--- config.mk ---
export PLATFORM = sky130hd
export DESIGN_NAME = spart_ctrl
export DESIGN_NICKNAME = d
export VERILOG_FILES = /design/src/rtl/spart_ctrl.sv
export SDC_FILE = /design/constraint.sdc
export NUM_CORES = 1
export LEC_CHECK = 0
export CAP_MARGIN = 20
export CORE_AREA = 10 10 94 96
export DETAILED_ROUTE_END_ITERATION = 10
export DIE_AREA = 0 0 104 106
export PLACE_DENSITY = 0.66
export SLEW_MARGIN = 20
export SYNTH_ARGS = -nofsm -noshare
export SYNTH_HDL_FRONTEND = slang
export SYNTH_SLANG_ARGS = --single-unit
--- constraint.sdc ---
create_clock -name clk -period 4 [get_ports clk]
set_input_delay 0.8 -clock clk [delete_from_list [all_inputs] [get_ports clk]]
set_output_delay 0.8 -clock clk [all_outputs]
set_load 0.01 [all_outputs]
--- src/rtl/spart_ctrl.sv ---
// spart_ctrl: SPART processor-side bus decode, baud tick generator, RX buffer and TX handshake FSM.
// Define SPART_OVERRUN_EN to add the sticky receive-overrun status bit (status bit 2).
module spart_ctrl #(
    parameter int DIV_W = 16,
    parameter logic [DIV_W-1:0] DEFAULT_DIV = 16'd162
) (
    input  logic       clk,
    input  logic       rst,
    input  logic       iocs,
    input  logic       iorw,
    input  logic [1:0] ioaddr,
    input  logic [7:0] data_in,
    output logic [7:0] data_out,
    output logic       data_oe,
    output logic       baud_en,
    input  logic       rx_valid,
    input  logic [7:0] rx_byte,
    output logic       tx_start,
    output logic [7:0] tx_byte,
    input  logic       tx_busy,
    output logic       rda,
    output logic       tbr
);
    typedef enum logic [1:0] {IDLE, START, WAIT_BUSY, WAIT_DONE} tx_state_t;
    tx_state_t state, state_nxt;
    logic [DIV_W-1:0] div, cnt;
    logic [7:0] rx_buf;
    logic rd, wr, ovr;

    assign rd = iocs & iorw;
    assign wr = iocs & ~iorw;
    assign data_oe = rd;
    assign tbr = state == IDLE;

    // A high-byte write commits the full divisor and restarts the tick period from it
    always_ff @(posedge clk)
        if (rst) begin
            div <= DEFAULT_DIV;
            cnt <= DEFAULT_DIV;
            baud_en <= 1'b0;
        end else if (wr && ioaddr == 2'b11) begin
            div[DIV_W-1:8] <= data_in;
            cnt <= DIV_W'({data_in, div[7:0]});
            baud_en <= 1'b0;
        end else begin
            if (wr && ioaddr == 2'b10) div[7:0] <= data_in;
            baud_en <= div != '0 && cnt == '0;
            cnt <= div == '0 ? '0 : cnt == '0 ? div : cnt - DIV_W'(1);
        end

    always_ff @(posedge clk)
        if (rst) begin
            rx_buf <= '0;
            rda <= 1'b0;
        end else if (rx_valid) begin
            rx_buf <= rx_byte;
            rda <= 1'b1;
        end else if (rd && ioaddr == 2'b00) begin
            rda <= 1'b0;
        end

`ifdef SPART_OVERRUN_EN
    always_ff @(posedge clk)
        if (rst) ovr <= 1'b0;
        else if (rx_valid && rda) ovr <= 1'b1;
        else if (rd && ioaddr == 2'b01) ovr <= 1'b0;
`else
    assign ovr = 1'b0;
`endif

    always_ff @(posedge clk)
        if (rst) begin
            state <= IDLE;
            tx_byte <= '0;
        end else begin
            state <= state_nxt;
            if (state == IDLE && wr && ioaddr == 2'b00) tx_byte <= data_in;
        end

    always_comb begin
        state_nxt = state;
        tx_start = 1'b0;
        case (state)
            IDLE:      if (wr && ioaddr == 2'b00) state_nxt = START;
            START: begin
                tx_start = 1'b1;
                state_nxt = WAIT_BUSY;
            end
            WAIT_BUSY: if (tx_busy) state_nxt = WAIT_DONE;
            default:   if (!tx_busy) state_nxt = IDLE;
        endcase
    end

    always_comb
        data_out = !rd ? 8'h00 :
                   ioaddr == 2'b00 ? rx_buf :
                   ioaddr == 2'b01 ? {5'b0, ovr, rda, tbr} :
                   ioaddr == 2'b10 ? div[7:0] : div[DIV_W-1:8];
endmodule

==> flow_metrics.env, run 1 <==
export IMPL_cts_resized_gates=0
export IMPL_status="completed"
export IMPL_hold_buffers=0
export IMPL_slowest_stage="clkdlybuf4s50_1"
export IMPL_root_buffer="clkbuf_8"
export IMPL_cts_tree="done"
export IMPL_place_ws_ns=0.3750
export IMPL_crit_family="buffers and inverters"
export IMPL_postCtsSetupBuffers=0
export IMPL_hold_viol_final=0
export IMPL_relSlewSlack_pct=36.82
export IMPL_overflow=0
export IMPL_cts_inserted_buffers=5
export IMPL_syn_nets=340
export IMPL_fin_cells=447
export IMPL_r2r_slack_ns=2.00
export IMPL_clockBufferDepth=2
export IMPL_hp_class="reg2reg"
export IMPL_dieArea_um2=11020
export IMPL_synth_top_area_share_pct=38.11
export IMPL_fin_area_um2=3302
export IMPL_cp_num_buf_inv=2
export IMPL_routed_via_density=5.376
export IMPL_tightest_slew_ns=0.9442
export IMPL_leakagePower_nw=1.259
export IMPL_placed_area_um2=3224
export IMPL_antenna_left=0
export IMPL_dr_total_vias=2403
export IMPL_powerDensity_nw_per_um2=324.0
export IMPL_arrival_ns=2.82
export IMPL_drc=0
export IMPL_synth_main_ff_cell="dfxtp_1"
export IMPL_path_cells="clkdlybuf4s50_1 -> mux4_2 -> nor2b_1 -> clkdlybuf4s50_1"
export IMPL_setup_viol=0
export IMPL_grt_antenna_before_repair=0
export IMPL_intPower_uw=761.8
export IMPL_seq_power_share_pct=53.2
export IMPL_fin_crit_ns=3.616
export IMPL_synthTopCellsByArea="dfxtp_1, mux2i_1, nor2_1"
export IMPL_switching_power_uw=308.1
export IMPL_io_buffers=44
export IMPL_dp_cells=440
export IMPL_dpl_hpwl_um=5461
export IMPL_start_kind="input port"
export IMPL_syn_area_per_cell_um2=8.811
export IMPL_yosysSeqAreaShare_pct=38.11
export IMPL_worst_hold_slack_ns=0.5028
export IMPL_placementRows=31
export IMPL_finalSetupTns_ns=0
export IMPL_wire_per_inst_um=16.26
export IMPL_async_flop_share_pct=0
export IMPL_timing_fmax_mhz=276.6
export IMPL_yosysTopAreaCell="dfxtp_1"
export IMPL_synth_warnings=0
export IMPL_power_mw=1.070
export IMPL_timing_max_cap_violations=0
export IMPL_ios=45
export IMPL_grt_pass1_wl_um=12200
export IMPL_synth_edff_count=0
export IMPL_critical_path_class="in2out"
export IMPL_slowest_delay_ns=0.79
export IMPL_synth_area_um2=2731
export IMPL_dr_pass1_iters=4
export IMPL_ys_types=53
export IMPL_end_kind="output pin"
export IMPL_track_usage_pct=13.20
export IMPL_clkLatencyLatePin_ns=0.30
export IMPL_grt_pass1_vias=2392
export IMPL_final_layout_size_suffix_gt1_share_pct=8.908
export IMPL_nNetsFinal=378
export IMPL_htreeDepth=2
export IMPL_sw_frac_of_total_pct=28.80
export IMPL_diodes=0
export IMPL_initial_core_util_pct=38.69
export IMPL_combPwrFrac_pct=19.6
export IMPL_utilization_pct=46.77
export IMPL_gp_congestion=0.8228
export IMPL_die_h_um=106
export IMPL_netlist_instances=310
export IMPL_core_area_um2=7059
export IMPL_critPathMaxFanout=12
export IMPL_grt_start_max_net_pins=28
export IMPL_path_clk_slew_ns=0.09
export IMPL_pwr_share_clk_pct=27.2
export IMPL_fin_skew_ns=0.005953
export IMPL_required_ns=3.20
export IMPL_first_iter_violations=228
export IMPL_rsz0062_at_grt="no"
export IMPL_fin_crit_sh_pct=90.40
export IMPL_area_delta_synth_final_pct=20.89
export IMPL_critPathMostFrequentCell="clkdlybuf4s50_1"
export IMPL_die_w_um=104
export IMPL_clkSinkCount=52
export IMPL_final_setup_worst_slack_ns=0.3841
export IMPL_max_vdd_ir_drop_v=0.0001422
export IMPL_ys_seq_elements=52
export IMPL_drt_wl_total_um=7266
export IMPL_drv_slew=0
[metal layers]
| layer | up-vias | share of wire, % | GRT usage [%] | wire, µm |
|---|---|---|---|---|
| li1 | 1176 | - | - | - |
| met1 | 1142 | 44 | 16.33 | 3189 |
| met2 | 72 | 46 | 21.06 | 3364 |
| met3 | 13 | 7.7 | 4.287 | 556 |
| met4 | 0 | 2.1 | 4.871 | 156 |
| met5 | - | 0 | 0 | 0 |
[sequential cells by signal, indices dropped and copies added (netlist names)]
name and cells:
state 2, tx_byte 8, rda 1, baud_en 1
div 16, cnt 16, rx_buf 8
[worst paths after layout]
kind / start / end / cells after the start
worst max-delay path: ioaddr[0] / data_out[1] / 4
worst min-delay path: tx_byte[1]$_SDFFE_PP0P_ / tx_byte[1]$_SDFFE_PP0P_ / 2
worst max register to register: cnt[7]$_SDFF_PP1_ / cnt[5]$_SDFF_PP1_ / 5
worst min register to register: tx_byte[1]$_SDFFE_PP0P_ / tx_byte[1]$_SDFFE_PP0P_ / 2
[cell type report]
cell class                      count  area (µm²)
Inverter                            7       26.28
Sequential cell                    52        1041
Fill cell                         703        3757
Multi-Input combinational cell    236        1578
Timing Repair Buffer               46       455.4
Clock buffer                        6       72.57
Clock inverter                      1       5.005
Tap cell                           99       123.9
[Yosys cell counts, drive strengths merged (7+ instances only)]
master	n
nor2b	8
buf	9
nor4	8
mux2i	25
nor2	55
a21oi	14
o21ai	9
inv	7
nand2	37
dfxtp	52
[power by group through the flow]
stage / logic [mW] / registers (mW) / clock network [mW]
finish: 0.209 / 0.569 / 0.291
global route: 0.233 / 0.574 / 0.318
CTS: 0.210 / 0.569 / 0.298
detailed placement: 0.209 / 0.581 / 0
global placement: 0.205 / 0.580 / 0
floorplan: 0.139 / 0.574 / 0
[cell families after synthesis]
| logic type | after synthesis | synth area share (%) |
|---|---|---|
| mux | 33 | 13.28 |
| compound gates | 59 | 15.85 |
| flops | 52 | 38.11 |
| fa+ha+maj | 6 | 2.748 |
| simple gates | 134 | 24.60 |
| xor+xnor | 4 | 1.283 |
| buf+inv | 22 | 4.122 |
[tightest hold or removal path, stage by stage (launching register included)]
cell	delay, ns
dfxtp_1	0.34
mux2i_1	0.07
nor2_1	0.07
[cell usage in the layout (no fill, tap or decap), types with 2 or more instances in the layout]
cell type,synthesis,layout
a211o_1,3,3
a211oi_2,5,5
a21o_1,2,2
a21oi_1,14,14
a22oi_1,6,6
a311o_1,2,2
a31oi_1,2,2
and2_1,2,2
and3_1,2,2
buf_4,0,2
clkbuf_8,0,5
clkdlybuf4s50_1,0,44
dfxtp_1,52,52
ha_1,6,6
inv_1,7,7
mux2_2,6,6
mux2i_1,25,25
mux4_2,2,2
nand2_1,37,37
nand3_1,6,6
nand4_1,2,2
nor2_1,54,54
nor2b_1,8,8
nor3_1,3,3
nor3_2,2,2
nor4_1,6,6
nor4_4,2,2
o2111ai_1,2,2
o211ai_1,4,4
o21ai_0,7,7
o21ai_1,2,2
o221ai_1,2,2
o31ai_1,2,2
xnor2_1,2,2
xor2_1,2,2
Power figures use the tool's default switching activity.
==> inputs of run 2 (changes only) <==
--- a/config.mk
+++ b/config.mk
@@ -10,6 +10,7 @@
 export DETAILED_ROUTE_END_ITERATION = 10
 export DIE_AREA = 0 0 104 106
 export PLACE_DENSITY = 0.66
+export SETUP_SLACK_MARGIN = 0.3
 export SLEW_MARGIN = 20
 export SYNTH_ARGS = -nofsm -noshare
 export SYNTH_HDL_FRONTEND = slang
==> constraint.sdc (replaced) <==
create_clock -name clk -period 4 [get_ports clk]
set_input_delay 1 -clock clk [delete_from_list [all_inputs] [get_ports clk]]
set_output_delay 1 -clock clk [all_outputs]
set_load 0.01 [all_outputs]
==> flow_metrics.env, run 2 (synthesis gave the netlist of run 1 again) <==
export IMPL_status="completed"
export IMPL_drt_wl_total_um=7163
export IMPL_gp_congestion=0.8107
export IMPL_first_iter_violations=178
export IMPL_rsz0062_at_grt="no"
export IMPL_timing_max_cap_violations=0
export IMPL_crit_family="buffers and inverters"
export IMPL_slowest_stage="clkdlybuf4s50_1"
export IMPL_placementRows=31
export IMPL_antenna_left=0
export IMPL_nNetsFinal=380
export IMPL_hold_buffers=0
export IMPL_r2r_cells=5
export IMPL_leakagePower_nw=1.287
export IMPL_final_layout_size_suffix_gt1_share_pct=9.687
export IMPL_clkLatencyLatePin_ns=0.31
export IMPL_diodes=0
export IMPL_grt_antenna_before_repair=0
export IMPL_utilization_pct=47.52
export IMPL_drc=0
export IMPL_dieArea_um2=11020
export IMPL_dp_cells=442
export IMPL_worst_hold_path_num_cells=2
export IMPL_fin_cells=450
export IMPL_dpl_hpwl_um=5402
export IMPL_powerDensity_nw_per_um2=339.5
export IMPL_die_h_um=106
export IMPL_grt_start_max_net_pins=26
export IMPL_grt_pass1_vias=2346
export IMPL_cts_inserted_buffers=5
export IMPL_track_usage_pct=12.90
export IMPL_hp_class="reg2reg"
export IMPL_power_mw=1.139
export IMPL_fin_skew_ns=0.005959
export IMPL_clkSinkCount=52
export IMPL_slowest_delay_ns=0.60
export IMPL_critical_path_class="in2out"
export IMPL_routed_via_density=5.164
export IMPL_wire_per_inst_um=15.92
export IMPL_root_buffer="clkbuf_8"
export IMPL_core_area_um2=7059
export IMPL_fin_crit_sh_pct=89.51
export IMPL_critPathMaxFanout=5
export IMPL_fin_crit_ns=3.580
export IMPL_layout_commonest_cell="nor2_1"
export IMPL_dr_pass1_iters=5
export IMPL_drv_slew=0
export IMPL_grt_pass1_wl_um=11880
export IMPL_arrival_ns=2.58
export IMPL_htreeDepth=2
export IMPL_ios=45
export IMPL_tightest_slew_ns=0.6778
export IMPL_end_kind="output pin"
export IMPL_layout_common_cells="nor2_1, dfxtp_1, clkdlybuf4s50_1"
export IMPL_relSlewSlack_pct=54.67
export IMPL_required_ns=3.00
export IMPL_largestRegisters="cnt (16), div (16)"
export IMPL_finalSetupTns_ns=0
export IMPL_hold_viol_final=0
export IMPL_overflow=0
export IMPL_dr_total_vias=2324
export IMPL_timing_fmax_mhz=279.3
export IMPL_start_kind="input port"
export IMPL_initial_core_util_pct=38.69
export IMPL_path_cells="clkdlybuf4s50_1 -> mux4_2 -> nor2b_1 -> clkdlybuf4s50_1"
export IMPL_critPathMostFrequentCell="clkdlybuf4s50_1"
export IMPL_cts_tree="done"
export IMPL_worst_hold_slack_ns=0.5080
export IMPL_max_vdd_ir_drop_v=0.0001541
export IMPL_path_clk_slew_ns=0.10
export IMPL_path_depth=4
export IMPL_setup_viol=0
export IMPL_cp_num_buf_inv=2
export IMPL_clockBufferDepth=2
export IMPL_die_w_um=104
export IMPL_io_buffers=44
export IMPL_area_delta_synth_final_pct=22.81
-- run 2: what timing repair did --
action	CTS	global route
setup endpoints to repair	8	6
pin swaps	0	0
setup buffers	0	0
gates resized for setup	2	1
-- run 2: stage by stage --
| step | worst slack [ns] | area, µm² |
|---|---|---|
| 6_report | 0.4195 | 3354 |
| 5_1_grt | 0.3232 | 3354 |
| 4_1_cts | 0.3504 | 3349 |
| 3_5_place_dp | 0.1664 | 3239 |
| 3_3_place_gp | 0.2141 | 3239 |
| 2_1_floorplan | 1.130 | 2731 |
-- run 2: power by group --
part           switching (mW)  total (mW)  internal [mW]
sequential             0.0271       0.569          0.542
clock                   0.172       0.358          0.186
combinational           0.110       0.212          0.102
-- run 2: final timing paths --
path | startpoint | endpoint | slack, ns
setup reg to reg | cnt[7]$_SDFF_PP1_ | cnt[5]$_SDFF_PP1_ | 2.01
hold reg to reg | tx_byte[4]$_SDFFE_PP0P_ | tx_byte[4]$_SDFFE_PP0P_ | 0.51
hold / removal | tx_byte[4]$_SDFFE_PP0P_ | tx_byte[4]$_SDFFE_PP0P_ | 0.51
setup / recovery | ioaddr[1] | data_out[1] | 0.42
-- run 2: layer usage --
metal / part of all wire, % / global-route usage [%]
met1: 45 / 15.69
met2: 47 / 21.29
met3: 6.3 / 3.804
met4: 1.8 / 4.573
met5: 0 / 0
-- run 2: worst reg2reg max path, cell delays in order, from the launching register on --
cell and delay (ns):
dfxtp_1 0.39, nor4_4 0.59, nand4_4 0.29, and2_4 0.33
nor3_1 0.20, a211oi_2 0.07
-- run 2: final cells by class --
| type | count | area [µm²] |
|---|---|---|
| fillers | 724 | 3705 |
| multi-input cells | 236 | 1583 |
| flip-flops and latches | 52 | 1041 |
| repair buffers | 48 | 473.0 |
| well taps | 99 | 123.9 |
| clock buffers | 6 | 72.57 |
| clock inverters | 2 | 35.03 |
| inverters | 7 | 26.28 |
